===== src/rtl/uart_pkg.sv =====
`default_nettype none
// +------------------------------------------------------------------------+
// | Package    : uart_pkg                                                   |
// | Purpose    : Shared UART baud definitions. Provides the 3-bit rate code |
// |              enum, the baud rate for each code in Hz, and the function  |
// |              that turns a baud rate into a phase-accumulator increment. |
// | Ports      : none (package)                                            |
// | Revision   : 1.0  initial release                                      |
// +------------------------------------------------------------------------+
package uart_pkg;

  // Codes 0-3 keep the legacy 4-rate divider encoding.
  typedef enum logic [2:0] {
    BAUD_4800   = 3'd0,
    BAUD_9600   = 3'd1,
    BAUD_19200  = 3'd2,
    BAUD_38400  = 3'd3,
    BAUD_57600  = 3'd4,
    BAUD_115200 = 3'd5,
    BAUD_230400 = 3'd6,
    BAUD_460800 = 3'd7
  } baud_rate_e;

  localparam int unsigned BAUD_TABLE [8] = '{
    4800, 9600, 19200, 38400, 57600, 115200, 230400, 460800
  };

  // round(2^acc_w * baud * os / clk_hz). 64-bit arithmetic is enough for
  // any realistic clock and an accumulator width up to about 32 bits.
  function automatic longint unsigned baud_inc(
    input longint unsigned clk_hz,
    input longint unsigned baud,
    input longint unsigned os,
    input int unsigned     acc_w
  );
    longint unsigned num;
    num = (64'd1 << acc_w) * baud * os;
    return (num + (clk_hz / 64'd2)) / clk_hz;
  endfunction

endpackage : uart_pkg
`default_nettype wire


===== src/rtl/uart_baud_tick_gen.sv =====
`default_nettype none
// +------------------------------------------------------------------------+
// | Module     : uart_baud_tick_gen                                        |
// | Purpose    : Fractional-N baud tick generator. A phase accumulator     |
// |              produces an oversample tick (OVERSAMPLE x baud); a phase  |
// |              counter derives bit-centre and bit-boundary ticks and a   |
// |              legacy square-wave baud clock. Rate changes are deferred  |
// |              to a bit boundary so no bit is ever split between rates.  |
// | Ports      : clk_i         system clock, posedge                       |
// |              resetn_i      synchronous active-low reset                |
// |              en_i          run enable; 0 clears accumulator and phase  |
// |              rate_sel_i    requested rate code (uart_pkg::baud_rate_e) |
// |              resync_i      restart bit phase (Rx start edge)           |
// |              os_tick_o     oversample tick pulse                       |
// |              mid_tick_o    bit-centre tick pulse                       |
// |              bit_tick_o    bit-boundary tick pulse                     |
// |              baud_clk_o    square wave, high in second half of a bit   |
// |              os_phase_o    oversample index 0..OVERSAMPLE-1            |
// |              rate_active_o rate code currently in use                  |
// |              rate_ack_o    pulse when a new rate takes effect          |
// | Revision   : 1.0  initial release                                      |
// +------------------------------------------------------------------------+
module uart_baud_tick_gen
  import uart_pkg::*;
#(
  parameter int unsigned CLK_HZ     = 36_000_000,
  parameter int unsigned OVERSAMPLE = 16,
  parameter int unsigned ACC_W      = 24
) (
  input  logic                          clk_i,
  input  logic                          resetn_i,
  input  logic                          en_i,
  input  logic [2:0]                    rate_sel_i,
  input  logic                          resync_i,
  output logic                          os_tick_o,
  output logic                          mid_tick_o,
  output logic                          bit_tick_o,
  output logic                          baud_clk_o,
  output logic [$clog2(OVERSAMPLE)-1:0] os_phase_o,
  output logic [2:0]                    rate_active_o,
  output logic                          rate_ack_o
);

  localparam int unsigned PH_W = $clog2(OVERSAMPLE);
  localparam logic [PH_W-1:0] PH_LAST = PH_W'(OVERSAMPLE - 1);
  localparam logic [PH_W-1:0] PH_HALF = PH_W'(OVERSAMPLE / 2);
  localparam logic [PH_W-1:0] PH_PRE_HALF = PH_W'(OVERSAMPLE / 2 - 1);

  if ((OVERSAMPLE % 2 != 0) || (OVERSAMPLE < 4)) begin : g_bad_oversample
    $error("uart_baud_tick_gen: OVERSAMPLE must be even and >= 4");
  end

  // Per-rate increments, fixed at elaboration.
  logic [ACC_W-1:0] inc_tab [8];

  for (genvar gi = 0; gi < 8; gi++) begin : g_inc
    localparam longint unsigned INC_FULL =
      baud_inc(64'(CLK_HZ), 64'(BAUD_TABLE[gi]), 64'(OVERSAMPLE), ACC_W);
    // INC >= 2^(ACC_W-1) would ask for an oversample rate above CLK_HZ/2.
    if ((INC_FULL == 64'd0) || (INC_FULL >= (64'd1 << (ACC_W - 1)))) begin : g_bad_inc
      $error("uart_baud_tick_gen: rate code %0d unreachable at this CLK_HZ/ACC_W", gi);
    end
    assign inc_tab[gi] = ACC_W'(INC_FULL);
  end

  logic [ACC_W-1:0] acc_q, acc_d;
  logic [PH_W-1:0]  os_phase_q, os_phase_d;
  logic             os_tick_q, os_tick_d;
  logic             mid_tick_q, mid_tick_d;
  logic             bit_tick_q, bit_tick_d;
  logic             baud_clk_q, baud_clk_d;
  baud_rate_e       rate_active_q, rate_active_d;
  logic             rate_ack_q, rate_ack_d;

  logic [ACC_W:0]   sum;
  logic             carry;
  logic             rate_pending;

  always_comb begin
    sum          = {1'b0, acc_q} + {1'b0, inc_tab[rate_active_q]};
    carry        = sum[ACC_W];
    // No separate pending flag: comparing against the live request means the
    // latest rate_sel always wins, and a request that reverts is dropped.
    rate_pending = (baud_rate_e'(rate_sel_i) != rate_active_q);

    acc_d         = sum[ACC_W-1:0];
    os_phase_d    = os_phase_q;
    os_tick_d     = carry;
    mid_tick_d    = carry && (os_phase_q == PH_PRE_HALF);
    bit_tick_d    = carry && (os_phase_q == PH_LAST);
    rate_active_d = rate_active_q;
    rate_ack_d    = 1'b0;

    if (carry) begin
      os_phase_d = (os_phase_q == PH_LAST) ? '0 : os_phase_q + PH_W'(1);
    end

    // The carry that ends this bit still used the old increment; the new one
    // is applied from the following edge, so the next bit is whole.
    if (bit_tick_d && rate_pending) begin
      rate_active_d = baud_rate_e'(rate_sel_i);
      rate_ack_d    = 1'b1;
    end

    if (!en_i) begin
      acc_d         = '0;
      os_phase_d    = '0;
      os_tick_d     = 1'b0;
      mid_tick_d    = 1'b0;
      bit_tick_d    = 1'b0;
      rate_active_d = baud_rate_e'(rate_sel_i);
      rate_ack_d    = rate_pending;
    end else if (resync_i) begin
      // A carry landing on the resync edge is discarded on purpose.
      acc_d         = '0;
      os_phase_d    = '0;
      os_tick_d     = 1'b0;
      mid_tick_d    = 1'b0;
      bit_tick_d    = 1'b0;
      rate_active_d = baud_rate_e'(rate_sel_i);
      rate_ack_d    = rate_pending;
    end

    // Derived from the next phase, so it only moves on mid/bit tick cycles.
    baud_clk_d = (os_phase_d >= PH_HALF);
  end

  always_ff @(posedge clk_i) begin
    if (!resetn_i) begin
      acc_q         <= '0;
      os_phase_q    <= '0;
      os_tick_q     <= 1'b0;
      mid_tick_q    <= 1'b0;
      bit_tick_q    <= 1'b0;
      baud_clk_q    <= 1'b0;
      rate_active_q <= baud_rate_e'(rate_sel_i);
      rate_ack_q    <= 1'b0;
    end else begin
      acc_q         <= acc_d;
      os_phase_q    <= os_phase_d;
      os_tick_q     <= os_tick_d;
      mid_tick_q    <= mid_tick_d;
      bit_tick_q    <= bit_tick_d;
      baud_clk_q    <= baud_clk_d;
      rate_active_q <= rate_active_d;
      rate_ack_q    <= rate_ack_d;
    end
  end

  assign os_tick_o     = os_tick_q;
  assign mid_tick_o    = mid_tick_q;
  assign bit_tick_o    = bit_tick_q;
  assign baud_clk_o    = baud_clk_q;
  assign os_phase_o    = os_phase_q;
  assign rate_active_o = rate_active_q;
  assign rate_ack_o    = rate_ack_q;

endmodule : uart_baud_tick_gen
`default_nettype wire


===== config.mk =====
export PLATFORM = sky130hd
export DESIGN_NAME = uart_baud_tick_gen
export DESIGN_NICKNAME = d
export VERILOG_FILES = /design/src/rtl/uart_pkg.sv /design/src/rtl/uart_baud_tick_gen.sv
export SDC_FILE = /design/constraint.sdc
export NUM_CORES = 1
export LEC_CHECK = 0
export ABC_AREA = 0
export CORE_UTILIZATION = 35
export CTS_BUF_LIST = sky130_fd_sc_hd__clkbuf_8
export CTS_CLUSTER_SIZE = 28
export DETAILED_ROUTE_END_ITERATION = 10
export SYNTH_ARGS = -nofsm -noshare
export SYNTH_HDL_FRONTEND = slang
export SYNTH_SLANG_ARGS = --single-unit

===== constraint.sdc =====
create_clock -name clk_i -period 7.53 [get_ports clk_i]
set_input_delay 1.506 -clock clk_i [delete_from_list [all_inputs] [get_ports clk_i]]
set_output_delay 1.506 -clock clk_i [all_outputs]
set_load 0.005 [all_outputs]

==> results.yml, run 1 <==
grt:
  grt_antenna_before_repair: 0
  overflow: 0
  track_usage_pct: 16.1
  first_global_vias: 2005
  grt_pass1_wl_mm: 9.54
  grt_max_degree: 26
routing:
  m1WireLength_mm: 2.80
  dr_wl_met2_mm: 2.71
  drt-initial-drc-count: 76
  wl_per_cell_um: 13.8
  via_per_inst: 5.07
  highest_layer: "met4"
  met3_length_um: 199
  dr.pass1.iters: 5
  vias: 2126
  drc: 0
  postRouteAntennaNets: 0
  finalWirelength_mm: 5.80
die:
  initial_core_util_pct: 36.1
  io_pins: 19
  die_y_um: 88.3
  die_w_um: 88.3
  rows: 31
  core_um2: 7210
  die-area_um2: 7800
power:
  finalPower_mw: 0.512
  leakage_nw: 1.23
  powerDensity_nw_per_um2: 174
  vdd_ir_drop_max_mv: 0.0606
clocking:
  cts_hold_buf: 0
  clock_latency_ns: 0.30
  cts_max_level: 2
  cts_root_buffer: "clkbuf_8"
  cts_tree: "done"
  cts_resized: 0
  cts_sinks: 35
  cts_setup_buffers: 0
  clk_path_buf_depth: 2
  numCtsBuffers: 5
  clk_pin_slew_worst_paths_ns: 0.09
run_status:
  outcome: "completed"
worst_setup_path:
  cp-start-kind: "flop"
  endpoint_kind: "flop"
  r2r_setup_slack_ns: 3.75
  crit_chain: "inv_1 -> ha_1 -> mux2i_1 -> ha_1 -> inv_1 -> fa_1 -> nor2b_1 -> o21bai_4 -> a21boi_4 -> a31oi_4 -> o31ai_4 -> nand3_4 -> o21ai_1"
  cp_max_fo: 9
  required_ns: 7.52
  regToRegEndpoint: "rate_active_o[0]"
  arrival_ns: 3.77
  rr_startpoint: "rate_active_o[0]"
  slowest_stage: "edfxtp_1"
  worst_path_largest_cell_delay_ns: 0.58
  reg2regPathDepth: 13
  worstSetupPathType: "flop to flop"
layout:
  instances_no_fill: 419
  antenna_cells: 0
  syn2layout_area_growth_pct: 13.2
  drive_gt1_share_pct: 5.94
  final_core_util_pct: 40.9
  final_common_cell: "dfxtp_1"
  seq_area_um2: 731
  multi_input_area_um2: 1770
  fillers: 742
  fin_area_um2: 2950
  nets: 358
  layout_common_cells: "32 x dfxtp_1, 31 x ha_1, 30 x nor2_1, 30 x nand2_1, 21 x a21oi_1"
placed_design:
  io_buffers: 18
  place_inst: 411
  dpl.hpwl_mm: 4.42
  place.gp.congestion: 0.817
  pre_cts_ws_ns: 3.80
  dpl_cell_area_um2: 2860
synthesis:
  syn-num-nets: 346
  synth_warnings: 0
  syn_inst: 307
  ys_seq_elements: 35
  synth_cell_types: 51
  syn_area_um2: 2610
  synth_edf_count: 3
  ys.flop_type: "dfxtp_1"
  avgSynthCellArea_um2: 8.49
  ys_seq_area_share_pct: 28.0
  async_flop_share_pct: 0
run:
  cap_violations: 0
timing:
  tightest_slew_ns: 1.02
  finalWorstSetupSlack_ns: 3.75
  post-route-period-util_pct: 50.2
  skew_ns: 0.0102
  finalHoldViolations: 0
  clock.fmax_mhz: 265
  post-route-min-period_ns: 3.78
  relSlewSlack_pct: 31.9
  setup_viol_count_final: 0
  maxSlewViolCount: 0
  rsz0062_at_grt: "false"
  tns_ns: 0
  holdWs_ns: 0.509
min_path:
  min_path_type: "flop to flop"
  holdCritStartpoint: "os_phase_o[1]"
  hold_end: "os_phase_o[1]"
  hold_path_depth: 2
[power by group]
group | switching [mW] | internal [mW] | total [mW]
registers | 0.00765 | 0.196 | 0.204
logic | 0.0922 | 0.0701 | 0.162
clock network | 0.0803 | 0.0662 | 0.147
total | 0.180 | 0.332 | 0.512
[cells in the mapped netlist (all sizes together), types with 2 or more instances]
| library cell | n | area, um^2 |
|---|---|---|
| nand3 | 10 | 62.6 |
| o31ai | 2 | 28.8 |
| xor2 | 6 | 52.6 |
| nor2b | 5 | 31.3 |
| and4 | 2 | 17.5 |
| nor3 | 8 | 40.0 |
| nand2 | 30 | 113 |
| a21o | 8 | 60.1 |
| mux2i | 11 | 110 |
| ha | 31 | 388 |
| nor2 | 30 | 113 |
| or3 | 2 | 12.5 |
| nor4 | 3 | 33.8 |
| a221oi | 3 | 38.8 |
| o21a | 7 | 52.6 |
| a31oi | 2 | 27.5 |
| o211ai | 4 | 30.0 |
| and3 | 6 | 37.5 |
| nand4 | 3 | 18.8 |
| xnor2 | 10 | 87.6 |
| o21ai | 17 | 85.1 |
| edfxtp | 3 | 90.1 |
| a21oi | 21 | 105 |
| inv | 13 | 48.8 |
| and2 | 3 | 21.3 |
| o21bai | 3 | 33.8 |
| nand2b | 7 | 43.8 |
| dfxtp | 32 | 641 |
| clkbuf | 12 | 46.3 |
[routing by layer]
| layer | track usage (%) | vias up |
|---|---|---|
| li1 | - | 1110 |
| met1 | 21.1 | 979 |
| met2 | 26.2 | 30 |
| met3 | 3.64 | 7 |
| met4 | 5.43 | 0 |
| met5 | 0 | - |
[critical path, delay by kind of cell, from the launching register on]
kind | cells | cell delay (ns)
flops | 1 | 0.58
buf+inv | 2 | 0.25
mux | 1 | 0.14
simple gates | 2 | 0.46
compound gates | 5 | 1.20
fa+ha+maj | 3 | 0.84
[state kept, by name, indices dropped and copies added, names as in the netlist]
| signal | flops |
|---|---|
| rate_active_o | 3 |
| bit_tick_o | 1 |
| os_tick_o | 1 |
| acc_q | 24 |
| rate_ack_o | 1 |
| os_phase_o | 4 |
| mid_tick_o | 1 |
[worst max path at each step]
stage                      from                to  depth (start not counted)
2_1_floorplan  rate_active_o[2]  rate_active_o[0]                         13
3_3_place_gp   rate_active_o[0]  rate_active_o[0]                         13
3_5_place_dp   rate_active_o[0]  rate_active_o[1]                         13
4_1_cts        rate_active_o[0]  rate_active_o[1]                         13
5_1_grt        rate_active_o[0]  rate_active_o[0]                         13
6_report       rate_active_o[0]  rate_active_o[0]                         13
[layout make-up]
| type | instances | share of cell area (%) |
|---|---|---|
| clock buffer | 5 | 2.33 |
| clock inverter | 3 | 0.848 |
| inverter | 13 | 1.65 |
| multi-input combinational | 246 | 60.1 |
| sequential | 35 | 24.8 |
| tap | 99 | 4.20 |
| timing repair buffer | 18 | 6.10 |
[cell families after synthesis]
logic type | count (synthesis) | synth area share, %
muxes | 11 | 4.22
DFF | 35 | 28.0
xor gates and xnor gates | 16 | 5.37
and+or+nand+nor | 112 | 21.9
adders and majority gates | 32 | 15.6
AOI/OAI and AO/OA | 75 | 20.9
buffers and inverters | 26 | 3.93
Note: power is estimated with default switching activity, not from simulation.
==> run 2: changes to the inputs <==
==> constraint.sdc (replaced) <==
create_clock -name clk_i -period 3.1 [get_ports clk_i]
set_input_delay 0.62 -clock clk_i [delete_from_list [all_inputs] [get_ports clk_i]]
set_output_delay 0.62 -clock clk_i [all_outputs]
set_load 0.005 [all_outputs]
==> run 2 against run 1 <==
  * Via count up 5.0%
  * Combinational power grew to 2.8 times the previous value
  * Clock skew grew 0.0020 ns
  * Sequential share of layout area shrank 1.9 points
  * Critical path depth is 1 lower
  * Non-clock buffer count grew 22
  * Wire length grew 1.8%
  * Flip-flop and latch count did not move
==> results.yml, run 2 (synthesis gave the netlist of run 1 again) <==
run_status:
  outcome: "completed"
die:
  io_pins: 19
  die_w_um: 88.3
  die-area_um2: 7800
  initial_core_util_pct: 36.1
  die_y_um: 88.3
  core_um2: 7210
  rows: 31
timing:
  tns_ns: 0
  clock.fmax_mhz: 326
  post-route-min-period_ns: 3.06
  setup_viol_count_final: 0
  skew_ns: 0.0121
  rsz0062_at_grt: "true"
  finalHoldViolations: 0
  maxSlewViolCount: 0
  holdWs_ns: 0.514
  post-route-period-util_pct: 98.8
  relSlewSlack_pct: 75.5
  tightest_slew_ns: 0.363
grt:
  overflow: 0
  grt_max_degree: 20
  grt_antenna_before_repair: 0
  grt_pass1_wl_mm: 9.83
  first_global_vias: 2049
  track_usage_pct: 16.2
placed_design:
  place_inst: 428
  place.gp.congestion: 0.870
  io_buffers: 18
  dpl.hpwl_mm: 4.63
routing:
  via_per_inst: 5.06
  dr.pass1.iters: 4
  postRouteAntennaNets: 0
  wl_per_cell_um: 13.4
  vias: 2233
  drt-initial-drc-count: 139
  drc: 0
  finalWirelength_mm: 5.90
layout:
  drive_gt1_share_pct: 16.4
  largest_register_ffs: 24
  antenna_cells: 0
  instances_no_fill: 441
  multi_input_area_um2: 1830
  fillers: 731
  final_common_cell: "dfxtp_1"
  largest_register: "acc_q"
  syn2layout_area_growth_pct: 22.8
  layout_common_cells: "32 x dfxtp_1, 30 x nor2_1, 30 x nand2_1"
  seq_area_um2: 731
  nets: 380
clocking:
  clock_latency_ns: 0.29
  cts_max_level: 2
  cts_root_buffer: "clkbuf_8"
  cts_hold_buf: 0
  clk_path_buf_depth: 2
  numCtsBuffers: 5
  cts_sinks: 35
  clk_pin_slew_worst_paths_ns: 0.08
  cts_tree: "done"
worst_setup_path:
  endpoint_kind: "flop"
  cp-start-kind: "flop"
  required_ns: 3.11
  worstSetupPathType: "flop to flop"
  cp_max_fo: 5
  arrival_ns: 3.07
run:
  cap_violations: 0
power:
  leakage_nw: 1.36
  powerDensity_nw_per_um2: 430
  vdd_ir_drop_max_mv: 0.180
min_path:
  min_path_type: "flop to flop"
-- run 2: cell count changes in the layout (fill, tap and decap cells not counted), moves of 2 or more --
| cell | change |
|---|---|
| inv_2 | +2 |
| inv_1 | -2 |
| nor2b_4 | +2 |
| buf_4 | +21 |
| ha_2 | +5 |
| ha_1 | -5 |
| nor2b_1 | -2 |
| o21ai_0 | -2 |
-- run 2: timing repair --
action	in CTS	in global routing
resized for setup	1	16
setup buffers	0	5
pin swaps	0	7
setup endpoints to repair	1	13
-- run 2: final timing paths --
path	startpoint	endpoint	slack [ns]	cells past startpoint
max reg2reg	rate_active_o[1]	rate_active_o[0]	0.04	12
max	rate_active_o[1]	rate_active_o[0]	0.04	12
min reg2reg	os_phase_o[1]	os_phase_o[1]	0.51	2
min	os_phase_o[1]	os_phase_o[1]	0.51	2
-- run 2: where the power goes --
part	switching, mW	internal, mW
combinational	0.250	0.208
sequential	0.0109	0.476
clock	0.190	0.244
-- run 2: critical path: stages (launching register included) --
cell and delay, ns:
edfxtp_1 0.49, ha_2 0.23, mux2i_1 0.15, ha_2 0.21, inv_1 0.06, fa_2 0.36, nor2b_4 0.16, o21bai_4 0.08
a21boi_4 0.19, a31oi_4 0.15, o31ai_4 0.35, nand3_4 0.14, o21ai_4 0.20
-- run 2: per-layer routing --
| layer | routed length (um) | vias up | global-route usage, % |
|---|---|---|---|
| met5 | 0 | - | 0 |
| met4 | 83 | 0 | 3.81 |
| met3 | 215 | 9 | 2.80 |
| met2 | 2670 | 45 | 26.6 |
| met1 | 2940 | 1024 | 22.0 |
| li1 | - | 1155 | - |
-- run 2: cell type report --
type / count / area share (%)
clock buffers: 5 / 2.15
flip-flops and latches: 35 / 22.8
well taps: 99 / 3.87
inverters: 13 / 1.52
multi-input cells: 246 / 57.3
clock inverters: 3 / 1.48
repair buffers: 40 / 10.9
-- run 2: stage by stage --
step | power [mW] | instance area, um^2 | utilization [%] | worst slack [ns]
finish | 1.38 | 3200 | 44.4 | 0.0366
global route | 1.46 | 3200 | 44.4 | -0.111
CTS | 1.37 | 3120 | 43.3 | 0.00237
detailed placement | 0.935 | 3000 | 41.6 | 0.000124
global placement | 0.931 | 3000 | 41.6 | -0.0205
floorplan | 0.811 | 2630 | - | 0.0149
==> RTL change 1, RTL diff (config.mk and constraints of run 2) <==
Set the parameter `OVERSAMPLE` to 8 (it was 16).
--- a/src/rtl/uart_baud_tick_gen.sv
+++ b/src/rtl/uart_baud_tick_gen.sv
@@ -26,3 +26,3 @@
   parameter int unsigned CLK_HZ     = 36_000_000,
-  parameter int unsigned OVERSAMPLE = 16,
+  parameter int unsigned OVERSAMPLE = 8,
   parameter int unsigned ACC_W      = 24
Ports: changed (resized os_phase_o); port bits go from 19 to 18. No check against the original RTL was run, so the function may have changed too.
==> RTL change 1 against run 2 <==
- sequential cell count down 1
- wire length down 6.5%
- sequential power down 3%
- combinational power down 14%
- setup slack better by 0.088 ns
- final area down 7.8%
- synthesized area down 3.9%
- sequential share of layout area up 1.2 points
- die area down 3.8%
- total power down 14%
- critical endpoint is now acc_q[21]
==> RTL change 1: results (changes against run 2) <==
viasPerCell: 4.963  # was 5.063
finalNetCount: 353  # was 380
synth_nets: 329  # was 346
grt_pass1_vias: 2042  # was 2049
track_usage_pct: 16.03  # was 16.15%
synth.area.top_cells: "dfxtp_1 (25%), ha_1 (16%), a21oi_1 (5.8%), xor2_1 (5.2%), nor2_1 (4.6%)"  # was dfxtp_1 (25%), ha_1 (15%), nand2_1 (4.3%), nor2_1 (4.3%), mux2i_1 (4.2%)
min_period_ns: 2.975  # was 3.063 ns
crit_arrival_ns: 3.15  # was 3.07 ns
portBuffers: 17  # was 18
p_leak_nw: 1.237  # was 1.356 nW
globalplace.congestion: 0.8273  # was 0.8702
netlist-cell-type-count: 54  # was 51
n_fill_cell: 679  # was 731
ys_top_cells_by_count: "ha_1 (33), dfxtp_1 (31), nor2_1 (31)"  # was dfxtp_1 (32), ha_1 (31), nand2_1 (30), nor2_1 (30), a21oi_1 (21)
place_ws_ns: 0.04834  # was 0.0001237 ns
drive_gt1_share_pct: 15.97  # was 16.37%
critPathCapture: "acc_q[21]"  # was rate_active_o[0]
crit_start: "rate_active_o[0]"  # was rate_active_o[1]
ir_drop_v: 0.0001446  # was 0.0001801 V
ff2ff_setup_slack_ns: 0.13  # was 0.04 ns
fin_skew_ns: 0.006641  # was 0.01212 ns
ys_seq_area_share_pct: 28.36  # was 28.02%
wl_per_cell_um: 13.49  # was 13.39 um
drt_iter0_markers: 122  # was 139
grt_max_degree: 16  # was 20
dpl.hpwl_um: 4342  # was 4625 um
worst_pin_slew_ns: 0.3779  # was 0.3632 ns
grt_pass1_wl_um: 9549  # was 9825 um
outcome: "complete, no violations"  # unchanged
[RTL change 1: logic make-up after synthesis]
kind of cell             after synthesis  synth area share (%)
flip-flops                            34                 28.36
adder cells (fa/ha/maj)               34                 17.27
XOR/XNOR                              23                 8.038
multiplexers                           4                 1.598
buffers and inverters                 21                 3.295
AO/OA/AOI/OAI                         80                 23.47
AND/OR/NAND/NOR                       92                 17.97
[RTL change 1: worst min-delay path by stage]
stage                       start             to  slack (ns)  cells after the start
floorplan           os_phase_o[1]  os_phase_o[1]        0.48                      2
global placement    os_phase_o[1]  os_phase_o[1]        0.51                      2
detailed placement  os_phase_o[1]  os_phase_o[1]        0.49                      2
CTS                 os_phase_o[1]  os_phase_o[1]        0.50                      2
global route        os_phase_o[1]  os_phase_o[1]        0.54                      2
finish              os_phase_o[1]  os_phase_o[1]        0.50                      2
[RTL change 1: cell type report]
type | count | area share (%)
flip-flops and latches | 34 | 24.06
clock buffers | 5 | 2.330
inverters | 12 | 1.525
repair buffers | 26 | 8.047
clock inverters | 3 | 0.3812
multi-input cells | 233 | 59.59
well taps | 96 | 4.066
[RTL change 1: per-stage QoR]
stage          cells  total power [mW]  cell area (um2)
2_1_floorplan    288            0.7664             2507
3_3_place_gp     398            0.8521             2804
3_5_place_dp     398            0.8546             2804
4_1_cts          406             1.179             2884
5_1_grt          409             1.266             2954
6_report         409             1.189             2954
[RTL change 1: where the power goes]
part	total, mW	leakage (nW)	switching [mW]	internal, mW
Combinational	0.394	0.914	0.228	0.167
Sequential	0.473	0.283	0.0109	0.462
Clock	0.322	0.0407	0.172	0.150
Total	1.19	1.24	0.410	0.779
[RTL change 1: repair_timing]
| action | 4_1_cts | 5_1_grt |
|---|---|---|
| gates resized for setup | 0 | 15 |
| setup endpoints to repair | 0 | 13 |
| buffers inserted | 0 | 3 |
[RTL change 1: critical path: stages, from the launching register on]
cell and delay (ns):
edfxtp_1 0.41, buf_4 0.20, ha_1 0.23, inv_1 0.10, a21oi_1 0.10, ha_1 0.31
a211oi_1 0.38, o211ai_2 0.17, a31oi_4 0.31, o21ai_2 0.13, a31oi_1 0.27, xor2_1 0.18
nor2_1 0.06
[RTL change 1: metal layers]
layer	wire length (um)	share of wire (%)	GRT usage [%]
met1	2797	51	21.87
met2	2586	47	26.33
met3	88	1.6	2.571
met4	45	0.82	4.091
met5	0	0	0
==> RTL change 2, RTL diff (flow settings as in run 2) <==
Without the edit above. Change the parameter `CLK_HZ` from 36_000_000 to 27_000_000.
--- a/src/rtl/uart_baud_tick_gen.sv
+++ b/src/rtl/uart_baud_tick_gen.sv
@@ -25,3 +25,3 @@
 #(
-  parameter int unsigned CLK_HZ     = 36_000_000,
+  parameter int unsigned CLK_HZ     = 27_000_000,
   parameter int unsigned OVERSAMPLE = 16,
Check against the original RTL: not equivalent (Yosys sat finds a counterexample within 10 cycles, from zero or initial values and one cycle with resetn_i low).
==> RTL change 2 against run 2 <==
- setup slack improved by 0.15 ns
- final area increased by 5.9%
- count of clock-buffer cells in the layout unchanged
- wire length increased by 9.0%
- synthesized area increased by 11%
- clock skew decreased by 0.0072 ns
- sequential cell count increased by 1
- total power increased by 4.7%
- critical endpoint unchanged
- global-route usage decreased by 0.34 points
==> RTL change 2: results (changes against run 2) <==
outcome: "complete, no violations"  # unchanged
wirelength_um: 6438  # was 5904 um
globalplace.congestion: 0.8396  # was 0.8702
num_antenna_cells: 0  # unchanged
clk-insertion-delay-late_ns: 0.30
crit_arrival_ns: 2.92  # was 3.07 ns
viasPerCell: 5.150  # was 5.063
ys_top_cells_by_count: "dfxtp_1 (33), ha_1 (33), a21oi_1 (28)"  # was dfxtp_1 (32), ha_1 (31), nand2_1 (30), nor2_1 (30), a21oi_1 (21)
drive_gt1_share_pct: 17.83  # was 16.37%
cpMaxStageDelayCell: "fa_1"  # was edfxtp_1
post-place-cells: 450  # was 428
yosys_warnings: 0  # unchanged
largest_reg_flops: 24  # unchanged
post_cts_resized: 0  # was 1
netlist-cell-type-count: 62  # was 51
p_leak_nw: 1.425  # was 1.356 nW
clkTransAtPathRegs_ns: 0.08  # about the same
post_cts_buffers: 0  # unchanged
ir_drop_v: 0.0002174  # was 0.0001801 V
largest_register: "acc_q"  # unchanged
clock_path_buffers: 2  # unchanged
dpl.hpwl_um: 5126  # was 4625 um
grt_pass1_vias: 2296  # was 2049
n_fill_cell: 793  # was 731
async_reset_ff_share_pct: 0  # unchanged
worst_pin_slew_ns: 0.5568  # was 0.3632 ns
hold_path.class: "reg -> reg"  # unchanged
finalNonFillerCells: 461  # was 441
firstDrtPassIters: 4  # unchanged
portBuffers: 18  # unchanged
critical_path.top_delay_family: "adder cells"  # was compound AO/OA/AOI/OAI gates
fin_skew_ns: 0.004920  # was 0.01212 ns
synth.area.top_cells: "dfxtp_1 (23%), ha_1 (14%), a21oi_1 (4.9%), xnor2_1 (3.9%), nor2_1 (3.4%)"  # was dfxtp_1 (25%), ha_1 (15%), nand2_1 (4.3%), nor2_1 (4.3%), mux2i_1 (4.2%)
antenna_found_initial: 0  # unchanged
place_ws_ns: 0.05939  # was 0.0001237 ns
cp_slowest_stage_delay_ns: 0.40  # was 0.49 ns
cp_max_fo: 5  # unchanged
cts-root-buf: "clkbuf_8"  # unchanged
swShare_pct: 34.83  # was 32.67%
synth_ff_type: "dfxtp_1"  # unchanged
synth_nets: 371  # was 346
grt_pass1_wl_um: 10720  # was 9825 um
netlist_instances: 330  # was 307
track_usage_pct: 15.82  # was 16.15%
synth_edf_count: 3  # unchanged
dpl_cell_area_um2: 3226  # was 2999 um2
ys_seq_area_share_pct: 25.99  # was 28.02%
drt_iter0_markers: 76  # was 139
grt_max_degree: 15  # was 20
post-route-util_pct: 43.24  # was 44.40%
finalNetCount: 399  # was 380
htreeDepth: 2  # unchanged
cts_made_buffers: 5  # unchanged
## RTL change 2: cell types whose count changed in the layout (fill, tap and decap cells not counted), sizes merged, moves of 3 or more
cell and change:
nor2 -4, xnor2 +3, a21oi +15, o21ai +6
a21o +3, nor3 +3, and2 +7, mux2i -3
nor3b +6, buf -9, or2 +3, nand2b -4
## RTL change 2: power groups by stage
stage / Combinational [mW] / Clock [mW] / Sequential (mW)
4_1_cts: 0.505 / 0.439 / 0.498
6_report: 0.517 / 0.428 / 0.498
5_1_grt: 0.571 / 0.458 / 0.500
2_1_floorplan: 0.392 / 0 / 0.511
3_5_place_dp: 0.502 / 0 / 0.509
3_3_place_gp: 0.502 / 0 / 0.509
## RTL change 2: path summary, 6_finish.rpt
kind / slack, ns / from / endpoint / depth (start not counted)
worst max-delay path: 0.19 / rate_active_o[0] / rate_active_o[0] / 13
worst min-delay path: 0.52 / os_phase_o[1] / os_phase_o[1] / 2
worst max register to register: 0.19 / rate_active_o[0] / rate_active_o[0] / 13
worst min register to register: 0.52 / os_phase_o[1] / os_phase_o[1] / 2
## RTL change 2: layer usage
layer	GRT usage, %	vias to the layer above	wire length, um
met5	0	-	0
met4	6.538	0	161
li1	-	1237	-
met2	24.75	25	2820
met1	21.25	1101	3284
met3	2.874	11	171
## RTL change 2: cell families after synthesis
| group | count (synthesis) | share of synthesized area [%] |
|---|---|---|
| simple gates | 113 | 20.96 |
| compound gates | 96 | 25.77 |
| flops | 36 | 25.99 |
| fa+ha+maj | 34 | 14.99 |
| buf+inv | 24 | 3.551 |
| xor+xnor | 18 | 5.457 |
| mux | 9 | 3.291 |
## RTL change 2: area by class of cell
class	instances	share of cell area, %
clock buffer	5	2.028
clock inverter	3	1.254
inverter	14	1.549
multi-input combinational	270	61.10
sequential	36	22.12
tap	102	3.761
timing repair buffer	31	8.186
